[src/rtl/cross_win_pkg.sv]
// Shared definitions for the cross-window controller: FSM encoding and counter sizing.
// Latency: n/a (types, constants and a width helper only).
// Backpressure: n/a.
package cross_win_pkg;

  typedef enum logic [1:0] {
    ST_IDLE  = 2'd0,
    ST_FILL  = 2'd1,
    ST_RUN   = 2'd2,
    ST_FLUSH = 2'd3
  } state_e;

  localparam int DEF_ROW = 30;
  localparam int DEF_COL = 30;

  // Counter width for a range of n values; never narrower than one bit.
  function automatic int cnt_w(input int n);
    return (n > 1) ? $clog2(n) : 1;
  endfunction

  localparam int DEF_ROW_W = cnt_w(DEF_ROW);
  localparam int DEF_COL_W = cnt_w(DEF_COL);

endpackage

[src/rtl/vld_delay.sv]
// Fixed-depth pipeline that carries a window-valid bit plus its sideband.
// Latency: DEPTH cycles (DEPTH >= 1).
// Backpressure: none; clr_i empties every stage on the next edge.
// Ports: clk_i/rst_ni clock and async active-low reset, clr_i synchronous flush,
//        d_i input word, q_o word delayed by DEPTH cycles.
module vld_delay #(
  parameter int W     = 1,
  parameter int DEPTH = 1
) (
  input  logic         clk_i,
  input  logic         rst_ni,
  input  logic         clr_i,
  input  logic [W-1:0] d_i,
  output logic [W-1:0] q_o
);

  logic [W-1:0] stage_q [DEPTH];

  always_ff @(posedge clk_i or negedge rst_ni) begin
    if (!rst_ni) begin
      for (int i = 0; i < DEPTH; i++) stage_q[i] <= '0;
    end else if (clr_i) begin
      for (int i = 0; i < DEPTH; i++) stage_q[i] <= '0;
    end else begin
      stage_q[0] <= d_i;
      for (int i = 1; i < DEPTH; i++) stage_q[i] <= stage_q[i-1];
    end
  end

  assign q_o = stage_q[DEPTH-1];

endmodule

[src/rtl/cross_win_ctrl.sv]
// Sequences pixels into an external shift register and tags each 5-pixel cross window.
// Latency: shift_din 1 cycle after pix_in; win_vld 1+SHIFT_LAT cycles after the shifting pixel.
// Backpressure: none; pix_vld gaps stall all counters, pixels during FLUSH are dropped (err_ovf).
// Ports: vga_clk/rst_n clock and async active-low reset; sof, pix_in, pix_vld input stream;
//        shift_din/shift_din_vld to the shift register; win_vld, win_row, win_col, border
//        window tag; busy, frame_done, err_resync, err_ovf status pulses.
module cross_win_ctrl
  import cross_win_pkg::*;
#(
  parameter int ROW       = DEF_ROW,
  parameter int COL       = DEF_COL,
  parameter int SHIFT_LAT = 1
) (
  input  logic                    vga_clk,
  input  logic                    rst_n,
  input  logic                    sof,
  input  logic [7:0]              pix_in,
  input  logic                    pix_vld,
  output logic [7:0]              shift_din,
  output logic                    shift_din_vld,
  output logic                    win_vld,
  output logic [cnt_w(ROW)-1:0]   win_row,
  output logic [cnt_w(COL)-1:0]   win_col,
  output logic                    border,
  output logic                    busy,
  output logic                    frame_done,
  output logic                    err_resync,
  output logic                    err_ovf
);

  localparam int RW = cnt_w(ROW);
  localparam int CW = cnt_w(COL);
  localparam int FW = cnt_w(COL + 2);
  localparam int BW = 3 + RW + CW;

  localparam logic [RW-1:0] ROW_LAST   = RW'(ROW - 1);
  localparam logic [RW-1:0] ROW_ONE    = RW'(1);
  localparam logic [CW-1:0] COL_LAST   = CW'(COL - 1);
  localparam logic [FW-1:0] FLUSH_LAST = FW'(COL);

  state_e        state_q, state_d;
  logic [RW-1:0] in_row_q, in_row_d;
  logic [CW-1:0] in_col_q, in_col_d;
  logic [RW-1:0] c_row_q, c_row_d;
  logic [CW-1:0] c_col_q, c_col_d;
  logic [FW-1:0] fl_cnt_q, fl_cnt_d;
  logic [7:0]    shift_din_q, shift_din_d;
  logic          shift_vld_q, shift_vld_d;
  logic          resync_q, resync_d;
  logic          ovf_q, ovf_d;
  logic          frame_done_q, frame_done_d;

  logic          accept, flush_shift, win_gen, win_last, win_border;
  logic [BW-1:0] win_pre, win_dly;
  logic          dly_vld, dly_last, dly_border;
  logic [RW-1:0] dly_row;
  logic [CW-1:0] dly_col;

  // A sof always opens a frame, so a pixel arriving with it is accepted even from IDLE/FLUSH.
  assign accept      = pix_vld && (sof || state_q == ST_FILL || state_q == ST_RUN);
  assign flush_shift = !sof && (state_q == ST_FLUSH);
  // Windows come from shifts past the first COL+1 pixels: RUN acceptances plus every flush shift.
  assign win_gen     = !sof && ((state_q == ST_RUN && pix_vld) || state_q == ST_FLUSH);
  assign win_last    = (c_row_q == ROW_LAST) && (c_col_q == COL_LAST);
  assign win_border  = (c_row_q == '0) || (c_row_q == ROW_LAST) ||
                       (c_col_q == '0) || (c_col_q == COL_LAST);

  always_comb begin
    state_d      = state_q;
    fl_cnt_d     = fl_cnt_q;
    in_row_d     = sof ? '0 : in_row_q;
    in_col_d     = sof ? '0 : in_col_q;
    c_row_d      = sof ? '0 : c_row_q;
    c_col_d      = sof ? '0 : c_col_q;
    shift_din_d  = accept ? pix_in : 8'h00;
    shift_vld_d  = accept || flush_shift;
    resync_d     = sof && (state_q != ST_IDLE);
    ovf_d        = pix_vld && flush_shift;
    frame_done_d = dly_vld && dly_last;

    if (accept) begin
      if (in_col_d == COL_LAST) begin
        in_col_d = '0;
        in_row_d = (in_row_d == ROW_LAST) ? '0 : in_row_d + 1'b1;
      end else begin
        in_col_d = in_col_d + 1'b1;
      end
    end

    if (win_gen) begin
      if (c_col_q == COL_LAST) begin
        c_col_d = '0;
        c_row_d = (c_row_q == ROW_LAST) ? '0 : c_row_q + 1'b1;
      end else begin
        c_col_d = c_col_q + 1'b1;
      end
    end

    unique case (state_q)
      ST_IDLE: state_d = ST_IDLE;
      // Accepting pixel (1,0) makes COL+1 resident; the next shift completes window (0,0).
      ST_FILL: if (accept && in_row_q == ROW_ONE && in_col_q == '0) state_d = ST_RUN;
      ST_RUN: begin
        if (accept && in_row_q == ROW_LAST && in_col_q == COL_LAST) begin
          state_d  = ST_FLUSH;
          fl_cnt_d = '0;
        end
      end
      ST_FLUSH: begin
        fl_cnt_d = fl_cnt_q + 1'b1;
        if (fl_cnt_q == FLUSH_LAST) state_d = ST_IDLE;
      end
      default: state_d = ST_IDLE;
    endcase

    // sof wins from any state: start (or restart) filling.
    if (sof) begin
      state_d  = ST_FILL;
      fl_cnt_d = '0;
    end
  end

  always_ff @(posedge vga_clk or negedge rst_n) begin
    if (!rst_n) begin
      state_q      <= ST_IDLE;
      in_row_q     <= '0;
      in_col_q     <= '0;
      c_row_q      <= '0;
      c_col_q      <= '0;
      fl_cnt_q     <= '0;
      shift_din_q  <= '0;
      shift_vld_q  <= 1'b0;
      resync_q     <= 1'b0;
      ovf_q        <= 1'b0;
      frame_done_q <= 1'b0;
    end else begin
      state_q      <= state_d;
      in_row_q     <= in_row_d;
      in_col_q     <= in_col_d;
      c_row_q      <= c_row_d;
      c_col_q      <= c_col_d;
      fl_cnt_q     <= fl_cnt_d;
      shift_din_q  <= shift_din_d;
      shift_vld_q  <= shift_vld_d;
      resync_q     <= resync_d;
      ovf_q        <= ovf_d;
      frame_done_q <= frame_done_d;
    end
  end

  // One stage matches the shift_din register, SHIFT_LAT more match the external shift register.
  // A resync flushes windows of the aborted frame still in flight.
  assign win_pre = {win_gen, win_last, win_border, c_row_q, c_col_q};

  vld_delay #(
    .W     (BW),
    .DEPTH (SHIFT_LAT + 1)
  ) u_vld_delay (
    .clk_i  (vga_clk),
    .rst_ni (rst_n),
    .clr_i  (resync_d),
    .d_i    (win_pre),
    .q_o    (win_dly)
  );

  assign {dly_vld, dly_last, dly_border, dly_row, dly_col} = win_dly;

  assign shift_din     = shift_din_q;
  assign shift_din_vld = shift_vld_q;
  assign win_vld       = dly_vld;
  assign win_row       = dly_row;
  assign win_col       = dly_col;
  assign border        = dly_border && dly_vld;
  assign busy          = (state_q != ST_IDLE);
  assign frame_done    = frame_done_q;
  assign err_resync    = resync_q;
  assign err_ovf       = ovf_q;

endmodule

[config.mk]
export PLATFORM = sky130hd
export DESIGN_NAME = cross_win_ctrl
export DESIGN_NICKNAME = d
export VERILOG_FILES = /design/src/rtl/cross_win_pkg.sv /design/src/rtl/vld_delay.sv /design/src/rtl/cross_win_ctrl.sv
export SDC_FILE = /design/constraint.sdc
export NUM_CORES = 1
export LEC_CHECK = 0
export CORE_ASPECT_RATIO = 1.1
export CORE_UTILIZATION = 25
export CTS_CLUSTER_SIZE = 40
export DETAILED_ROUTE_END_ITERATION = 8
export SYNTH_ARGS = -nofsm -noshare
export SYNTH_HDL_FRONTEND = slang
export SYNTH_SLANG_ARGS = --single-unit
export TNS_END_PERCENT = 50
[constraint.sdc]
create_clock -name vga_clk -period 1.9 [get_ports vga_clk]
set_input_delay 0.285 -clock vga_clk [delete_from_list [all_inputs] [get_ports vga_clk]]
set_output_delay 0.285 -clock vga_clk [all_outputs]
set_load 0.02 [all_outputs]
==> flow_metrics.tcl <==
set metrics [dict create \
    fmax_ghz 0.523 \
    grtUsageTotal_pct 10.8 \
    top_usage_layer "met2" \
    required_ns 2.11 \
    cts.clk_slew.worst_paths_ns 0.06 \
    htreeDepth 3 \
    synth_top_cell_area_share_pct 54.3 \
    boundaryPins 37 \
    violations "negative setup slack" \
    fin_worst_skew_ns 0.00485 \
    grt_pass1_wl_um 10300 \
    final_area_sq_um 4220 \
    area_delta_synth_final_pct 40.9 \
    postRouteAntennaNets 0 \
    dpl_cell_area_sq_um 3690 \
    gr-usage-met3_pct 2.93 \
    status "finished, violations left" \
    met2_usage_pct 17.1 \
    finalHoldViolCount 0 \
    antenna_found_initial 0 \
    avgRoutedWirePerCell_um 12.2 \
    grt_pass1_vias 2168 \
    crit_path_start_kind "register" \
    drv_slew 0 \
    leakagePower_nw 1.93 \
    cts_sinks 65 \
    end_kind "register" \
    layout.cells.non_filler 495 \
    hold_slack_ns 0.442 \
    synth_edf_count 0 \
    grt_max_degree 46 \
    rsz0062_at_grt "true" \
    insertion_delay_ns 0.33 \
    cts_tree "yes" \
    core_sq_um 11600 \
    cts_root_buf "clkbuf_16" \
    std_cell_rows 41 \
    port_buffers 36 \
    drv_cap 0 \
    drc_errors 0 \
    p_per_area_nw_per_um2 1130 \
    fin_ws_ns -0.0117 \
    cts_buffer_depth 2 \
    fin_crit_ns 1.91 \
    slew-limit-headroom_pct 69.1 \
    gp_congestion 0.790 \
    start_util_pct 25.8 \
    grt-ovfl-total 0 \
    syn_area_sq_um 3000 \
    use_met1_pct 13.7 \
    critical_path_class "register to register" \
    ys_types 47 \
    drt_iter0_markers 53 \
    rrSetupSlack_ns -0.01 \
    tightestPinTransition_ns 0.463 \
    fill_cells 1196 \
    dr.pass1.iters 4 \
    ys_seq_elements 65 \
    synth_area_leaders "dfrtp_1, ha_1, and2_1" \
    final_net_count 368 \
    syn_inst 273 \
    period_share_pct 101 \
    fp.dieH_um 117 \
    hold_path.class "register to register" \
    synth_flop_cell "dfrtp_1" \
    yosys_warnings 0 \
    avgSynthCellArea_sq_um 11.0 \
    ys_async_sr_fraction_pct 100 \
    num_vias 2188 \
    layout-drive-gt1-share_pct 22.9 \
    hpwl_um 4150 \
    placed_cells 471 \
    wl_um 6020 \
    cp_max_fo 6 \
    synth_top_cell_by_area "dfrtp_1" \
    ir_drop_uv 449 \
    crit_arrival_ns 2.12 \
    die_w_um 106 \
    avgViaCountPerCell 4.42 \
    syn_nets 301 \
    regArea_sq_um 1630 \
    final-setup-viol-count 1 \
    n_antenna_cell 0 \
    numCtsBuffers 9 \
    yosysSeqAreaShare_pct 54.3 \
    die_area_sq_um 12400 \
    multi_input_comb_area_sq_um 1340 \
]
## layout by cell type, fill, tap and decap left out, drive strengths merged, types with 12 or more instances in the layout
| cell | synthesis | final |
|---|---|---|
| nand3 | 13 | 13 |
| buf | 11 | 37 |
| o21ai | 16 | 16 |
| dfrtp | 65 | 65 |
| inv | 11 | 12 |
| nor2 | 18 | 18 |
| clkdlybuf4s50 | 0 | 34 |
| ha | 16 | 16 |
| nand2 | 18 | 18 |
| and2 | 30 | 30 |
## metal layers
metal,up-vias,part of all wire [%]
met4,0,1.6
met3,9,4.2
met5,-,0
met1,1053,48
met2,50,46
li1,1076,-
## final timing paths
check	start	end	cells past startpoint
setup / recovery	state_q[0]$_DFFE_PN0P_	fl_cnt_q[2]$_DFFE_PN0P_	7
hold / removal	u_vld_delay.stage_q[19]$_DFF_PN0_	u_vld_delay.q_o[6]$_DFF_PN0_	1
setup reg to reg	state_q[0]$_DFFE_PN0P_	fl_cnt_q[2]$_DFFE_PN0P_	7
hold reg to reg	u_vld_delay.stage_q[19]$_DFF_PN0_	u_vld_delay.q_o[6]$_DFF_PN0_	1
max in group asynchronous	rst_n	u_vld_delay.stage_q[19]$_DFF_PN0_	3
min in group asynchronous	rst_n	shift_din[4]$_DFF_PN0_	2
## logic make-up (layout without fill, tap and decap cells)
kind of cell / count (synthesis) / in the layout / share of synthesized area (%)
xor+xnor: 5 / 5 / 1.46
mux: 1 / 1 / 0.334
flops: 65 / 65 / 54.3
compound gates: 41 / 41 / 9.77
simple gates: 116 / 116 / 22.3
fa+ha+maj: 16 / 16 / 6.68
buf+inv: 29 / 101 / 5.14
## registers in the layout, summed over array words and instances (netlist names)
register and count:
c_col_q 5, c_row_q 5, err_ovf 1, err_resync 1
fl_cnt_q 5, frame_done 1, in_col_q 5, in_row_q 5
shift_din 8, shift_din_vld 1, state_q 2, u_vld_delay.q_o 13
u_vld_delay.stage_q 13
## stage by stage
step           total power [mW]  setup TNS (ns)  util, %  setup slack [ns]
6_report                   4.79         -0.0117     36.4           -0.0117
5_1_grt                    5.03          -0.424     36.4           -0.0808
4_1_cts                    4.71         -0.0136     35.3          -0.00948
3_5_place_dp               2.57           -3.00     31.8            -0.376
3_3_place_gp               2.55           -2.27     31.8            -0.267
2_1_floorplan              2.16         -0.0291        -           -0.0291
## power by group
group	total, mW	internal, mW	switching (mW)
registers	1.61	1.52	0.0898
logic	1.11	0.539	0.568
clock network	2.07	1.46	0.610
total	4.79	3.52	1.27
## cells in the mapped netlist, drive strengths merged, types with 5 or more instances
cell    number
clkbuf       6
dfrtp       65
ha          16
inv         11
nor3         6
and2        30
buf         11
a21oi        6
nand3       13
nand4        5
nand2       18
o21ai       16
nor2        18
## worst max-delay path, stage by stage (launching register included)
cell	delay, ns
dfrtp_1	0.40
inv_2	0.07
ha_4	0.17
o31a_4	0.34
and3_4	0.19
a41oi_4	0.25
nor4b_1	0.10
a211o_1	0.28
## cell type report
class | instances | area share [%]
Clock buffer | 10 | 5.66
Sequential cell | 65 | 38.5
Multi-Input combinational cell | 179 | 31.6
Tap cell | 150 | 4.44
Inverter | 12 | 1.07
Clock inverter | 6 | 3.26
Timing Repair Buffer | 73 | 15.4
## what timing repair did
action | in CTS | in global routing
hold buffers | 1 | 0
pin swaps | 0 | 6
buffers inserted | 2 | 5
endpoints found under the hold margin | 20 | 0
setup endpoints to repair | 9 | 10
resized for setup | 4 | 16
Note: power is estimated with default switching activity, not from simulation.
